[src/rtl/beam_pkg.sv]
// Shared types and constants for the beamformer steering controller.
// The default steering table is a pure function so the ROM stays generic.
package beam_pkg;

  localparam int NUM_CH  = 4;
  localparam int ANGLE_W = 3;
  localparam int DELAY_W = 4;

  typedef enum logic [1:0] {
    IDLE   = 2'd0,
    LOAD   = 2'd1,
    WAIT   = 2'd2,
    SETTLE = 2'd3
  } state_e;

  // delay(a, c) = a*c, wrapped to the delay-line code width
  function automatic int unsigned delay_lut(input int unsigned angle, input int unsigned ch);
    return (angle * ch) & ((32'd1 << DELAY_W) - 32'd1);
  endfunction

endpackage

[src/rtl/beam_delay_rom.sv]
// Registered steering-table lookup: (angle, channel) -> delay code.
// Data appears one clock after the address is presented.
module beam_delay_rom
  import beam_pkg::*;
(
  input  logic                         clk,
  input  logic                         rst,
  input  logic [ANGLE_W-1:0]           angle_i,
  input  logic [$clog2(NUM_CH)-1:0]    ch_i,
  output logic [DELAY_W-1:0]           delay_o
);

  logic [31:0]        lut_full;
  logic [DELAY_W-1:0] delay_d;
  logic [DELAY_W-1:0] delay_q;

  assign lut_full = delay_lut(32'(angle_i), 32'(ch_i));
  assign delay_d  = lut_full[DELAY_W-1:0];

  always_ff @(posedge clk or posedge rst) begin
    if (rst) begin
      delay_q <= '0;
    end else begin
      delay_q <= delay_d;
    end
  end

  assign delay_o = delay_q;

endmodule

[src/rtl/beam_delay_scheduler.sv]
// Steering controller: loads per-channel delays into a shadow set, commits
// them together on a sample strobe, then holds data_valid low while lines flush.
//
// state  | meaning
// IDLE   | delays settled, ready for a steering request
// LOAD   | reading the table into the shadow register, one channel per cycle
// WAIT   | shadow complete, committing on the next sample strobe
// SETTLE | counting sample strobes while the delay lines flush stale data
module beam_delay_scheduler
  import beam_pkg::*;
#(
  parameter int NUM_ANGLES     = 8,
  parameter int SETTLE_SAMPLES = 17
) (
  input  logic                      clk,
  input  logic                      rst,
  input  logic                      sample_en,
  input  logic                      req_valid,
  input  logic [ANGLE_W-1:0]        req_angle,
  output logic                      req_ready,
  output logic                      req_err,
  output logic [NUM_CH*DELAY_W-1:0] delay_flat,
  output logic [ANGLE_W-1:0]        cur_angle,
  output logic                      busy,
  output logic                      data_valid
);

  localparam int CH_W  = $clog2(NUM_CH);
  localparam int CNT_W = $clog2(SETTLE_SAMPLES + 1);
  localparam logic [CH_W:0]      CH_END  = (CH_W + 1)'(NUM_CH);
  localparam logic [CH_W-1:0]    CH_LAST = CH_W'(NUM_CH - 1);
  localparam logic [CNT_W-1:0]   CNT_SAT = CNT_W'(SETTLE_SAMPLES);

  state_e                            state_q;
  logic [ANGLE_W-1:0]                angle_q;
  logic [CH_W:0]                     ch_idx_q;
  logic                              rd_vld_q;
  logic [CH_W-1:0]                   rd_ch_q;
  logic [NUM_CH-1:0][DELAY_W-1:0]    shadow_q;
  logic [NUM_CH-1:0][DELAY_W-1:0]    delay_flat_q;
  logic [ANGLE_W-1:0]                cur_angle_q;
  logic                              req_ready_q;
  logic                              req_err_q;
  logic                              data_valid_q;
  logic [CNT_W-1:0]                  cnt_q;
  logic [CNT_W-1:0]                  cnt_d;
  logic [DELAY_W-1:0]                rom_data;
  logic                              angle_ok;

  beam_delay_rom u_rom (
    .clk     (clk),
    .rst     (rst),
    .angle_i (angle_q),
    .ch_i    (ch_idx_q[CH_W-1:0]),
    .delay_o (rom_data)
  );

  assign angle_ok = (32'(req_angle) < 32'(NUM_ANGLES));
  assign cnt_d    = (cnt_q == CNT_SAT) ? cnt_q : cnt_q + 1'b1;

  always_ff @(posedge clk or posedge rst) begin
    if (rst) begin
      state_q      <= SETTLE;
      angle_q      <= '0;
      ch_idx_q     <= '0;
      rd_vld_q     <= 1'b0;
      rd_ch_q      <= '0;
      shadow_q     <= '0;
      delay_flat_q <= '0;
      cur_angle_q  <= '0;
      req_ready_q  <= 1'b0;
      req_err_q    <= 1'b0;
      data_valid_q <= 1'b0;
      cnt_q        <= '0;
    end else begin
      req_err_q <= 1'b0;
      rd_vld_q  <= 1'b0;
      case (state_q)
        IDLE: begin
          if (req_valid && req_ready_q) begin
            if (angle_ok) begin
              angle_q     <= req_angle;
              ch_idx_q    <= '0;
              req_ready_q <= 1'b0;
              state_q     <= LOAD;
            end else begin
              req_err_q <= 1'b1;
            end
          end
        end
        LOAD: begin
          // Address issue and shadow write run one cycle apart (ROM latency)
          if (ch_idx_q != CH_END) begin
            rd_vld_q <= 1'b1;
            rd_ch_q  <= ch_idx_q[CH_W-1:0];
            ch_idx_q <= ch_idx_q + 1'b1;
          end
          if (rd_vld_q) begin
            shadow_q[rd_ch_q] <= rom_data;
            if (rd_ch_q == CH_LAST) begin
              state_q <= WAIT;
            end
          end
        end
        WAIT: begin
          if (sample_en) begin
            delay_flat_q <= shadow_q;
            cur_angle_q  <= angle_q;
            data_valid_q <= 1'b0;
            cnt_q        <= '0;
            state_q      <= SETTLE;
          end
        end
        SETTLE: begin
          if (sample_en) begin
            cnt_q <= cnt_d;
            if (cnt_d == CNT_SAT) begin
              data_valid_q <= 1'b1;
              req_ready_q  <= 1'b1;
              state_q      <= IDLE;
            end
          end
        end
        default: state_q <= SETTLE;
      endcase
    end
  end

  assign req_ready  = req_ready_q;
  assign req_err    = req_err_q;
  assign delay_flat = delay_flat_q;
  assign cur_angle  = cur_angle_q;
  assign busy       = (state_q != IDLE);
  assign data_valid = data_valid_q;

endmodule

[config.mk]
export PLATFORM = sky130hd
export DESIGN_NAME = beam_delay_scheduler
export DESIGN_NICKNAME = d
export VERILOG_FILES = /design/src/rtl/beam_pkg.sv /design/src/rtl/beam_delay_rom.sv /design/src/rtl/beam_delay_scheduler.sv
export SDC_FILE = /design/constraint.sdc
export NUM_CORES = 1
export LEC_CHECK = 0
export ABC_AREA = 1
export CORE_ASPECT_RATIO = 1.1
export CORE_UTILIZATION = 49
export DETAILED_ROUTE_END_ITERATION = 12
export PLACE_DENSITY = 0.74
export SYNTH_ARGS = -nofsm -noshare
export SYNTH_HDL_FRONTEND = slang
export SYNTH_SLANG_ARGS = --single-unit
[constraint.sdc]
create_clock -name clk -period 1.8 [get_ports clk]
set_input_delay 0.36 -clock clk [delete_from_list [all_inputs] [get_ports clk]]
set_output_delay 0.36 -clock clk [all_outputs]
set_load 0.03 [all_outputs]
; ---- After elaboration in Yosys (flattened, before gate mapping)
; Cells that the tools add are included.
[op_classes]
bitwise_logic = 0
mux = 25
mul = 1
n_addsub = 2
n_div = 0
n_shift = 0
reduce_logical = 16
eq_ne = 14
magnitude_cmp = 2
[op_table]
columns = op, n
row1 = $bwmux W16, 1
row2 = $mux W5, 3
row3 = $ne A2 B2 Y1 const B, 7
row4 = $mux W2, 6
row5 = $eq A5 B5 Y1 const B, 2
row6 = $pmux W5 S2, 1
row7 = $demux W4 S2, 1
row8 = $pmux W2 S4, 1
row9 = $reduce_and A2 Y1, 4
row10 = $reduce_and A4 Y1, 2
row11 = $reduce_bool A2 Y1, 4
row12 = $eq A2 B2 Y1 const B, 3
row13 = $mux W1, 6
row14 = $mux W3, 2
row15 = $pmux W3 S2, 1
row16 = $reduce_and A3 Y1, 2
row17 = $reduce_and A6 Y1, 1
row18 = $add A5 B1 Y5 const B, 1
row19 = $mul A3 B2 Y4, 1
row20 = $mux W4, 1
row21 = $pmux W1 S2, 2
row22 = $add A3 B1 Y3 const B, 1
row23 = $lt A2 B3 Y1 const B, 1
row24 = $ne A3 B3 Y1 const B, 1
row25 = other kinds (4), 5
[word_totals]
output_inout_bits = 23
latchBits = 0
in_bits = 7
mem_bits_rw = 0
register_bits = 57
rom_bits = 0
n_memories = 0
word_cells = 78

; ---- Logic depth before layout (Yosys ltp)
[depth]
ltp_word = 6
ltp_mapped = 13
mapped_depth_nobuf = 13

; ---- Cells and area by module
; Synthesis repeated with hierarchy kept, for this count alone.
[hier_totals]
cells_unflattened = 253
area_unflattened_um2 = 2585.0
[modules_own_cells]
columns = mod, area_each_um2, seq_area_each_um2, instances, cells_per_inst
row1 = beam_delay_scheduler, 2391.0, 1328.8, 1, 231
row2 = beam_delay_rom, 193.9, 100.1, 1, 22

; ---- Worst setup path before layout
; Ideal clock, no wire load.
[synth_path]
path_type = reg-to-reg
start = register state_q[0]
end = register state_q[0]
period_less_slack_ps = 1755
path_buffers = 0
t_required_ps = 1724
setup_time_ps = 76
arrival_time_ps = 1679
path_stages_with_launch = 11
path_slack_ps = 45
path_cell_list = dfstp_2 > inv_1 > ha_1 > inv_1 > a21oi_1 > inv_1 > o221ai_1 > a21oi_1 > nand2_2 > nand2_1 > nand2_1
[synth_via]
elab_chain_cells = 3
elab_cells_between_ends = 12
cone_classes = 9 x eq/ne / 1 x mux / 2 x reduce/logical
[synth_lines]
columns = element, line_no
row1 = start: declaration, beam_delay_scheduler.sv:34  ; state_e state_q;
row2 = start signal: assignment, beam_delay_scheduler.sv:63  ; state_q <= SETTLE;
row3 = start signal: assignment, beam_delay_scheduler.sv:85  ; state_q <= LOAD;
row4 = start signal: assignment, beam_delay_scheduler.sv:101  ; state_q <= WAIT;
row5 = "$eq A2 B2 Y1, or another cell as far along", beam_delay_scheduler.sv:78  ; case (state_q)
row6 = $ne A2 B2 Y1 (no source line), n/a
row7 = $reduce_and A6 Y1 (no source line), n/a
; Parallel ways exist; a longest one is shown, timed or not.
; A chain may end at the register's enable or synchronous reset.

; ---- Worst setup path in the final report
[layout_path]
start = register data_valid_q (netlist: data_valid)
end = output data_valid
[layout_lines]
columns = element, line_no
row1 = start: declaration, beam_delay_scheduler.sv:44  ; logic data_valid_q;
row2 = start signal: assignment, beam_delay_scheduler.sv:73  ; data_valid_q <= 1'b0;
row3 = start signal: assignment, beam_delay_scheduler.sv:109  ; data_valid_q <= 1'b0;
row4 = start signal: assignment, beam_delay_scheduler.sv:118  ; data_valid_q <= 1'b1;
row5 = end: declaration, beam_delay_scheduler.sv:25  ; output logic data_valid
; No word-level cell between the ends.

==> flow_summary.ini <==
[outcome]
outcome = complete, no violations

[power_and_ir_drop]
power.leakage_nw = 1.61
power.density_mw_per_mm2 = 826
vdd_ir_drop_max_mv = 0.430

[synthesis]
netlist_top_cells_area = dfrtp_1 (55%), nand2_1 (7.9%), o21ai_0 (6.6%)
synthCells = 256
async_flop_share = 1.00
yosysWarningCount = 0
ys_seq_area_frac = 0.569
synth.avg_cell_area_um2 = 9.81
synth_top_area_share = 0.548
yosysTopAreaCell = dfrtp_1
ys.flop_type = dfrtp_1
synth_nets = 273
synthDistinctLibCells = 26
ys_seq_elements = 57
syn_area_mm2 = 0.00251
synth_edf_count = 0

[cts]
ctsHoldBuffers = 0
cts-root-buf = clkbuf_8
post_cts.repair.setup_buffers = 0
cts_sinks = 57
htree_levels = 3
cts_tree = built
cts_made_buffers = 9
clk_pin_slew_ns = 0.06
clockBufferDepth = 2
clock_latency_ns = 0.34

[finish]
antenna_cells = 0
area_growth_pct = 25.2
final_cell_mix = dfrtp_1 (55), nand2_1 (53), inv_1 (37)
layout_commonest_cell = dfrtp_1
nets = 314
drive_above_1_share = 0.172
fillers = 391

[critical_path]
path_max_fanout = 2
worstSetupStartpointType = register
reg2reg_to = state_q[1]
crit_family = buffers and inverters
critical_path_cell_count = 1
worstSetupPathType = reg2out
critPathBufInv = 1
endpoint_kind = primary output
rr_startpoint = state_q[0]
reg2reg_slack_ns = 0.11
rr_worst_depth = 10
crit_required_ns = 1.44
critPathMaxStageDelay_ns = 0.68
arrival_ns = 1.37
crit_end = data_valid
setup.worst_path.start = data_valid
critPathSlowestCell = clkdlybuf4s50_1
path_cells = clkdlybuf4s50_1

[timing]
slew_viol_final = 0
hold_viol_final = 0
setup_ws_ns = 0.0724
fmax_ghz = 0.579
tns_ns = 0
setup_viol = 0
post-route-period-util = 0.960
holdWs_ns = 0.293
clock_skew_ns = 0.00823
layout_min_cycle_time_ns = 1.73

[routing]
drt-initial-drc-count = 127
avgRoutedWirePerCell_um = 12.1
dr.pass1.iters = 4
viasPerCell = 4.94
wl_um = 4320
vias = 1768
ant_nets = 0
drc_errors = 0

[grt]
grt_max_degree = 28
grt.overflow.total = 0
track_usage = 0.187
grt_pass1_wl_um = 7660
antenna_found_initial = 0
first_global_vias = 1745

[placed_design]
port_buffers = 28
dp_hpwl_um = 3200
gp_congestion = 0.872
dp_slack_ns = 0.0354

[die]
core_area_mm2 = 0.00478
die_h_um = 77.1
die_x_um = 70.3
ios = 30
row_count = 26
dieArea_mm2 = 0.00542
start_util = 0.525

[worst_hold_path]
hold_class = in2async

[job]
cap_viol_max_count = 0
-- synthesized netlist by cell type (2+ instances only) --
cell type / n
a21oi_1: 6
dfrtp_1: 55
dfstp_2: 2
ha_1: 9
inv_1: 39
mux2_2: 14
nand2_1: 53
nand2_2: 7
nand3_1: 11
nand4_1: 2
nor2_1: 10
o21ai_0: 33
xor2_1: 2
-- routing by layer --
metal / global-route usage / part of all wire / wire length (um) / up-vias
met5: 0 / 0 / 0 / -
met2: 0.297 / 0.50 / 2140 / 33
met1: 0.221 / 0.45 / 1940 / 827
met4: 0.0780 / 0.013 / 55 / 0
met3: 0.0788 / 0.042 / 183 / 6
li1: - / - / - / 902
-- metrics by stage --
stage	instance area [um2]	utilization	total power, mW	std cells
finish	3140	0.657	2.60	358
detailed placement	2920	0.610	1.40	342
global route	3140	0.657	2.70	358
CTS	3130	0.654	2.63	358
floorplan	2510	-	1.37	256
global placement	2920	0.610	1.40	342
-- area by class of cell --
cell class,count,area [um2],share of cell area
sequential,57,1430,0.455
multi-input combinational,157,928,0.295
timing repair buffer,33,362,0.115
clock buffer,14,173,0.0549
inverter,39,146,0.0466
tap,56,70.1,0.0223
clock inverter,2,35.0,0.0111
-- registers in the layout (all words and copies together), names as in the netlist, 2 cells and up --
name / flops
cnt_q: 5
cur_angle: 3
angle_q: 3
ch_idx_q: 3
state_q: 2
u_rom.delay_o: 4
shadow_q: 16
rd_ch_q: 2
delay_flat: 16
-- logic make-up (layout without fill, tap and decap cells) --
group                      after synthesis  in the layout  share of synthesized area
and+or+nand+nor                         87             87                      0.152
DFF                                     57             57                      0.569
AOI/OAI and AO/OA                       42             42                     0.0867
buffers and inverters                   42             88                     0.0648
muxes                                   14             14                     0.0628
adders and majority gates               10             10                     0.0528
xor gates and xnor gates                 3              3                     0.0105
other                                    1              1                    0.00149
-- timing repair --
item                       4_1_cts  5_1_grt
resized for setup                2        5
setup endpoints to repair        1        6
pin swaps                        0        0
hold endpoints to repair         0        0
-- worst min-delay path by stage --
stage,startpoint,to,slack (ns),depth (start not counted)
2_1_floorplan,shadow_q[0],shadow_q[0],0.45,2
3_3_place_gp,u_rom.delay_o[2],shadow_q[14],0.46,2
3_5_place_dp,shadow_q[0],shadow_q[0],0.47,2
4_1_cts,rst,delay_flat[4],0.28,2
5_1_grt,rst,delay_flat[4],0.30,2
6_report,rst,delay_flat[4],0.29,2
-- power breakdown --
| group | leakage [nW] | internal [mW] | switching, mW | total, mW |
|---|---|---|---|---|
| sequential | 0.744 | 1.29 | 0.00719 | 1.29 |
| clock | 0.107 | 0.751 | 0.467 | 1.22 |
| combinational | 0.756 | 0.0324 | 0.0506 | 0.0830 |
| total | 1.61 | 2.07 | 0.525 | 2.60 |
Power figures use the tool's default switching activity.
